## config.mk

```make
export PLATFORM = sky130hd
export DESIGN_NAME = ex_mem_stage
export DESIGN_NICKNAME = d
export VERILOG_FILES = /design/src/rtl/ex_mem_stage_pkg.sv /design/src/rtl/cond_eval.sv /design/src/rtl/ex_mem_stage.sv
export SDC_FILE = /design/constraint.sdc
export NUM_CORES = 1
export LEC_CHECK = 0
export ABC_AREA = 1
export ABC_CLOCK_PERIOD_IN_PS = 3070
export CAP_MARGIN = 25
export CORE_AREA = 2 2 83 85
export CTS_CLUSTER_DIAMETER = 100
export DETAILED_ROUTE_END_ITERATION = 10
export DIE_AREA = 0 0 85 87
export PLACE_DENSITY_LB_ADDON = 0.3
export RECOVER_POWER = 50
export SYNTH_ARGS = -nofsm -noshare
export SYNTH_HDL_FRONTEND = slang
export SYNTH_HIERARCHICAL = 1
export SYNTH_SLANG_ARGS = --single-unit
```

## constraint.sdc

```tcl
create_clock -name clk -period 3.07 [get_ports clk]
set_clock_uncertainty 0.2 [all_clocks]
set_input_delay 0.307 -clock clk [delete_from_list [all_inputs] [get_ports clk]]
set_output_delay 0.307 -clock clk [all_outputs]
set_load 0.05 [all_outputs]
```

## src/rtl/ex_mem_stage_pkg.sv

```systemverilog
// rtl/ex_mem_stage_pkg.sv - shared encodings and defaults for the EX/MEM pipeline stage
package ex_mem_stage_pkg;
  localparam int OPERAND_WIDTH_DEF = 16;

  typedef enum logic [1:0] {
    SET_SEQ = 2'b00,
    SET_SLT = 2'b01,
    SET_SLE = 2'b10,
    SET_SCO = 2'b11
  } set_op_e;

  typedef enum logic [1:0] {
    BR_BEQZ = 2'b00,
    BR_BNEZ = 2'b01,
    BR_BLTZ = 2'b10,
    BR_BGEZ = 2'b11
  } br_cond_e;

  typedef enum logic {
    ST_RUN    = 1'b0,
    ST_HALTED = 1'b1
  } state_e;

  // What the output register bank does on the coming edge
  typedef enum logic [1:0] {
    LD_HOLD       = 2'b00,
    LD_BUBBLE     = 2'b01,
    LD_CAPTURE    = 2'b10,
    LD_HALT_DRAIN = 2'b11
  } load_e;
endpackage

```

## src/rtl/cond_eval.sv

```systemverilog
// rtl/cond_eval.sv - combinational set-on-condition result select and branch decision
module cond_eval
  import ex_mem_stage_pkg::*;
#(
  parameter int OPERAND_WIDTH = OPERAND_WIDTH_DEF
) (
  input  logic [OPERAND_WIDTH-1:0] alu_out,
  input  logic                     alu_zero,
  input  logic                     alu_ofl,
  input  logic                     alu_cf,
  input  logic                     set_en,
  input  logic [1:0]               set_op,
  input  logic                     br_en,
  input  logic [1:0]               br_cond,
  input  logic [OPERAND_WIDTH-1:0] rs_val,
  output logic [OPERAND_WIDTH-1:0] result,
  output logic                     taken
);
  logic w_lt;
  logic w_set_bit;
  logic w_cond;

  // ALU computed A-B; sign of the true difference is MSB corrected by overflow
  assign w_lt = alu_out[OPERAND_WIDTH-1] ^ alu_ofl;

  always_comb begin
    w_set_bit = 1'b0;
    case (set_op)
      SET_SEQ: w_set_bit = alu_zero;
      SET_SLT: w_set_bit = w_lt & ~alu_zero;
      SET_SLE: w_set_bit = w_lt | alu_zero;
      SET_SCO: w_set_bit = alu_cf;
      default: w_set_bit = 1'b0;
    endcase
  end

  always_comb begin
    w_cond = 1'b0;
    case (br_cond)
      BR_BEQZ: w_cond = (rs_val == '0);
      BR_BNEZ: w_cond = (rs_val != '0);
      BR_BLTZ: w_cond = rs_val[OPERAND_WIDTH-1];
      BR_BGEZ: w_cond = ~rs_val[OPERAND_WIDTH-1];
      default: w_cond = 1'b0;
    endcase
  end

  assign result = set_en ? {{(OPERAND_WIDTH-1){1'b0}}, w_set_bit} : alu_out;
  assign taken  = br_en & w_cond;
endmodule

```

## src/rtl/ex_mem_stage.sv

```systemverilog
// rtl/ex_mem_stage.sv - EX/MEM pipeline register with flush/stall priority and halt latch
module ex_mem_stage
  import ex_mem_stage_pkg::*;
#(
  parameter int OPERAND_WIDTH = OPERAND_WIDTH_DEF
) (
  input  logic                     clk,
  input  logic                     rst,
  input  logic                     ex_valid,
  input  logic                     stall,
  input  logic                     flush,
  input  logic [OPERAND_WIDTH-1:0] alu_out,
  input  logic                     alu_zero,
  input  logic                     alu_ofl,
  input  logic                     alu_cf,
  input  logic                     set_en,
  input  logic [1:0]               set_op,
  input  logic                     br_en,
  input  logic [1:0]               br_cond,
  input  logic [OPERAND_WIDTH-1:0] rs_val,
  input  logic [OPERAND_WIDTH-1:0] br_target_in,
  input  logic [OPERAND_WIDTH-1:0] store_data,
  input  logic [2:0]               rd,
  input  logic                     reg_wen,
  input  logic                     mem_wen,
  input  logic                     mem_ren,
  input  logic                     halt,
  output logic                     m_valid,
  output logic [OPERAND_WIDTH-1:0] m_result,
  output logic [OPERAND_WIDTH-1:0] m_store_data,
  output logic [2:0]               m_rd,
  output logic                     m_reg_wen,
  output logic                     m_mem_wen,
  output logic                     m_mem_ren,
  output logic                     m_halt,
  output logic                     m_br_taken,
  output logic [OPERAND_WIDTH-1:0] m_br_target,
  output logic                     m_ofl
);
  state_e                   r_state;
  state_e                   w_next_state;
  load_e                    w_load;
  logic [OPERAND_WIDTH-1:0] w_result;
  logic                     w_taken;

  cond_eval #(.OPERAND_WIDTH(OPERAND_WIDTH)) u_cond_eval (
    .alu_out  (alu_out),
    .alu_zero (alu_zero),
    .alu_ofl  (alu_ofl),
    .alu_cf   (alu_cf),
    .set_en   (set_en),
    .set_op   (set_op),
    .br_en    (br_en),
    .br_cond  (br_cond),
    .rs_val   (rs_val),
    .result   (w_result),
    .taken    (w_taken)
  );

  always_ff @(posedge clk or posedge rst) begin
    if (rst) r_state <= ST_RUN;
    else     r_state <= w_next_state;
  end

  // A halt stuck behind a stall or flush is never captured, so no transition
  always_comb begin
    w_next_state = r_state;
    w_load       = LD_HOLD;
    case (r_state)
      ST_RUN: begin
        if (flush)          w_load = LD_BUBBLE;
        else if (stall)     w_load = LD_HOLD;
        else if (!ex_valid) w_load = LD_BUBBLE;
        else begin
          w_load = LD_CAPTURE;
          if (halt) w_next_state = ST_HALTED;
        end
      end
      ST_HALTED: w_load = LD_HALT_DRAIN;
      default:   w_load = LD_HOLD;
    endcase
  end

  always_ff @(posedge clk or posedge rst) begin
    if (rst) begin
      m_valid      <= 1'b0;
      m_result     <= '0;
      m_store_data <= '0;
      m_rd         <= '0;
      m_reg_wen    <= 1'b0;
      m_mem_wen    <= 1'b0;
      m_mem_ren    <= 1'b0;
      m_halt       <= 1'b0;
      m_br_taken   <= 1'b0;
      m_br_target  <= '0;
      m_ofl        <= 1'b0;
    end else begin
      case (w_load)
        LD_CAPTURE: begin
          m_valid      <= 1'b1;
          m_result     <= w_result;
          m_store_data <= store_data;
          m_rd         <= rd;
          m_reg_wen    <= reg_wen;
          m_mem_wen    <= mem_wen;
          m_mem_ren    <= mem_ren;
          m_halt       <= halt;
          m_br_taken   <= w_taken;
          m_br_target  <= br_target_in;
          m_ofl        <= alu_ofl & ~set_en;
        end
        LD_BUBBLE, LD_HALT_DRAIN: begin
          m_valid    <= 1'b0;
          m_reg_wen  <= 1'b0;
          m_mem_wen  <= 1'b0;
          m_mem_ren  <= 1'b0;
          m_halt     <= (w_load == LD_HALT_DRAIN);
          m_br_taken <= 1'b0;
          m_ofl      <= 1'b0;
        end
        default: ;
      endcase
    end
  end
endmodule

```

# == Yosys cells after proc, flatten, opt, wreduce, memory -nomap -nowiden ==
# Index checks and enable logic that the tools add are counted.
# word_totals
regBits,59
inputBits,85
out_inout_bits,58
elab_cells,55
# op_classes
eq_ne,9
n_mux,19
bitwise,9
reduce_logical,6
# op_table
operator,count
zero test 16 bit,1
2-to-1 mux 16 bit,1
nonzero test 16 bit,1
one-hot mux 1 bit (2 select lines),7
equality test 2 bit (second input constant),6
one-hot mux 1 bit (4 select lines),2
equality test 2 x 1 -> 1 bit (second input constant),3
2-to-1 mux 2 bit,3
2-to-1 mux 1 bit,5
zero test 2 bit,2
NOT 1 bit,4
one-hot mux 2 bit (2 select lines),1
bitwise AND 1 bit,3
nonzero test 2 bit,1
OR reduction 2 bit,1
OR 1 bit,1
bitwise XOR 1 bit,1

# == Logic depth before layout (Yosys ltp) ==
# logic_depth
ltp_word,7
depth_mapped,9
depth_no_buf,9

# == By module ==
# The synthesis kept the hierarchy.
# by_module_without_submodules
module,instances,cells_each,area_each_um2,seq_area_each_um2
ex_mem_stage,1,262,2362.3,1476.4
cond_eval,1,62,260.2,0.0

# == Least setup slack after synthesis ==
# Ideal clock, no wire load.
# synth_path
kind,input to register
startpoint,in rs_val[1]
endpoint,reg m_br_taken
setup_time_ns,0.118
arrival_time_ns,0.974
required_time_ns,2.752
setup_slack_ns,1.778
stages,7
n_path_buf,0
cell_sequence,or2_1 > nor2_1 > nand3_1 > a21oi_1 > nor2_1 > nand3_1 > nand2_1
# synth_via
elab_chain_len,4
word_cells_on_any_way,5
cone_classes,2 x mux; 1 x bitwise; 2 x reduce/logical
# synth_lines
element,line,text
start: declaration,ex_mem_stage.sv:20,"input logic [OPERAND_WIDTH-1:0] rs_val,"
nonzero test 16 bit / zero test 16 bit (equally long branches),"cond_eval.sv:41, cond_eval.sv:40",
one-hot mux 1 bit (4 select lines) (*),cond_eval.sv:39,case (br_cond)
bitwise AND 1 bit (*),cond_eval.sv:49,assign taken = br_en & w_cond;
net w_taken,ex_mem_stage.sv:44,logic w_taken;
one-hot mux 1 bit (2 select lines) (*),ex_mem_stage.sv:98,case (w_load)
end signal: assignment,ex_mem_stage.sv:108,m_br_taken <= w_taken;
end: declaration,ex_mem_stage.sv:36,"output logic m_br_taken,"
# The timed path passes the listed nets; every way through them passes the cells marked *.
# A chain may end at the register's enable or synchronous reset.

# == Final worst setup path ==
# layout_path
startpoint,in stall
endpoint,reg m_br_target[10]
# layout_via
elab_chain_len,4
# layout_lines
element,line,text
start: declaration,ex_mem_stage.sv:10,"input logic stall,"
2-to-1 mux 2 bit,ex_mem_stage.sv:72,else if (stall) w_load = LD_HOLD;
2-to-1 mux 2 bit,ex_mem_stage.sv:71,if (flush) w_load = LD_BUBBLE;
one-hot mux 2 bit (2 select lines),ex_mem_stage.sv:69,case (r_state)
equality test 2 bit,ex_mem_stage.sv:98,
end signal: assignment,ex_mem_stage.sv:109,m_br_target <= br_target_in;
end: declaration,ex_mem_stage.sv:37,"output logic [OPERAND_WIDTH-1:0] m_br_target,"
# Every way passes these cells.

==> run_results.csv <==
group,metric,value,unit
clocking,holdBufCountCts,0,
global_routing,grt_pass1_vias,2429,
worst_setup_path,crit_type,"primary input to flop",
global_routing,grt_pass1_wl,11500,µm
die,start_util,39.9,%
die,fp.dieH,87,µm
clocking,clock_latency,0.31,ns
clocking,cts_tree,"yes",
yosys,synthesis.nets,409,
clocking,cts_made_buffers,9,
die,fp.dieW,85,µm
clocking,cts_resized,0,
worst_setup_path,worstPathArrival,2.32,ns
cells_and_area,n_antenna_cell,0,
die,dieArea,7400,µm²
worst_setup_path,cp.required,3.12,ns
placement,gp_congestion,0.802,
global_routing,groute.usage.overall,19.7,%
detailed_routing,vias,2586,
yosys,ys_top_cells_by_area,"dfrtp_1, nand2_1, nand3_1",
power,power.leakage,0.00213,µW
yosys,synth_common_cells,"nand2_1, nand3_1, dfrtp_1, nor2_1, inv_1",
yosys,yosysMostFrequentCell,"nand2_1",
sta,fin_crit_sh,73.9,%
sta,fmax,441,MHz
yosys,ys_async_sr_fraction,100,%
clocking,numClockSinks,59,
worst_setup_path,setup.worst_path.start_class,"primary input",
sta,grt_setup_unrepaired,"no",
cells_and_area,stdcell_count,546,
detailed_routing,totalWireLength,7040,µm
clocking,htreeDepth,3,
yosys,synth_top_cell_area_share,56.3,%
detailed_routing,drc,0,
worst_setup_path,reg2reg_to,"m_br_target[15]$_DFFE_PP0N_",
die,io_pins,143,
yosys,syn_area,2620,µm²
yosys,synthFlopType,"dfrtp_1",
yosys,syn_area_per_cell,8.09,µm²
yosys,synth_edf_count,0,
yosys,synth_seq_cells,59,
sta,setup_viol,0,
detailed_routing,drtPass1Iterations,4,
global_routing,grt_max_degree,36,
sta,worstMarginPinSlew,1.20,ns
die,core_area,6570,µm²
yosys,synthCells,324,
yosys,ys_warn_count,6,
clocking,postCtsSetupRepairBufs,0,
placement,dp_cells,533,
clocking,cts-root-buf,"clkbuf_8",
yosys,yosysSeqAreaShare,56.3,%
sta,timing_hold_violations_final,0,
job,drv_cap,0,
min_path,min_path_type,"flop to flop",
sta,setup_tns,0,ns
detailed_routing,wl_per_cell,12.9,µm
worst_setup_path,worstSetupEndpointType,"flop",
placement,io_buffers,142,
placement,dp_hpwl,5120,µm
clocking,path_clk_slew,0.06,ns
yosys,yosysTopAreaCell,"dfrtp_1",
cells_and_area,fin_util,64.4,%
cells_and_area,nNetsFinal,549,
worst_setup_path,r2r_cells,5,
die,rows,30,
clocking,cts.path.max_buffers,2,
power,ir_worst_vdd,0.217,mV
sta,min_period,2.27,ns
sta,slew_viol_final,0,
global_routing,overflow,0,
detailed_routing,via_per_inst,4.74,
power,p_total,1500,µW
global_routing,antenna_found_initial,0,
worst_setup_path,cp-startpoint,"stall",
yosys,synthDistinctLibCells,18,
worst_setup_path,worstPathMaxFanout,31,
sta,slew_headroom,19.6,%
power,p_per_area,354,nW/µm²
detailed_routing,drtIter0Drc,103,
cells_and_area,drive_above_1_share,3.86,%
run_status,status,"finished clean",
detailed_routing,drtAntennaViolNets,0,
cells_and_area,syn2layout_area_growth,61.4,%
worst_setup_path,r2r_setup_slack,0.84,ns
worst_setup_path,r2r_start,"r_state$_DFF_PP0_",
worst_setup_path,cp-endpoint,"m_br_target[10]$_DFFE_PP0N_",
[power breakdown]
group          internal, µW  total, µW  leakage (µW)  switching, µW
combinational           107        165       0.00124           57.7
sequential              778        778      0.000814              0
clock                   302        555     0.0000754            253
total                  1190       1500       0.00213            310
[final cells by class]
| cell class | instances | area (µm²) |
|---|---|---|
| sequential | 59 | 1480 |
| multi-input combinational | 223 | 945 |
| clock buffer | 13 | 149 |
| timing repair buffer | 148 | 1480 |
| fill | 575 | 2340 |
| tap | 80 | 100 |
| inverter | 23 | 86.3 |
[per-layer routing]
layer	global-route usage, %	vias up	part of all wire (%)	wire length, µm
met5	0	-	0	0
met2	31.0	105	49	3430
li1	-	1282	-	-
met4	8.37	0	1.3	91
met1	26.4	1190	44	3070
met3	4.17	9	6.4	448
[sequential cells by signal, summed over array words and instances (netlist names)]
register	count
m_br_target	16
m_result	16
m_store_data	16
m_rd	3
m_br_taken	1
m_halt	1
m_mem_ren	1
m_mem_wen	1
m_ofl	1
m_reg_wen	1
m_valid	1
r_state	1
[through the flow]
stage | cell area [µm²] | hold WS, ns | worst slack (ns)
floorplan | 2620 | 0.248 | 1.11
global placement | 4100 | 0.253 | 0.897
detailed placement | 4100 | 0.258 | 0.867
CTS | 4250 | 0.209 | 1.05
global route | 4230 | 0.287 | 0.565
finish | 4230 | 0.269 | 0.801
[worst min path at each step]
| stage | startpoint | to | slack [ns] | cells past startpoint |
|---|---|---|---|---|
| after floorplan | mem_ren | m_mem_ren$_DFFE_PP0P_ | 0.25 | 2 |
| after global placement | m_store_data[7]$_DFFE_PP0N_ | m_store_data[7]$_DFFE_PP0N_ | 0.25 | 2 |
| after detailed placement | m_store_data[2]$_DFFE_PP0N_ | m_store_data[2]$_DFFE_PP0N_ | 0.26 | 2 |
| after CTS | rst | r_state$_DFF_PP0_ | 0.21 | 2 |
| after global routing | m_store_data[7]$_DFFE_PP0N_ | m_store_data[7]$_DFFE_PP0N_ | 0.29 | 2 |
| final | m_store_data[2]$_DFFE_PP0N_ | m_store_data[2]$_DFFE_PP0N_ | 0.27 | 2 |
[kinds of logic (layout without fill, tap and decap cells)]
kind of cell    after synthesis  in the layout  synth area share (%)
compound gates                4              4                 0.907
xor+xnor                      1              1                 0.334
buf+inv                      42            184                  7.49
flops                        59             59                  56.3
simple gates                218            218                  35.0
[placed cells by master, fill, tap and decap left out, drive strengths merged]
master / count
a21oi: 2
inv: 23
xor2: 1
dfrtp: 59
nand3: 61
nor2: 29
clkdlybuf4s50: 141
dlygate4sd3: 1
nor3: 2
clkbuf: 14
o211ai: 1
nand2: 125
a31oi: 1
buf: 5
or2: 1
[worst max-delay path, stage by stage]
cell and delay [ns]:
clkdlybuf4s50_1 0.41, inv_1 0.08, nand2_1 0.06, nor2_2 0.90, buf_4 0.36, nand3_1 0.10, nand2_1 0.09
Note: power is estimated with default switching activity, not from simulation.
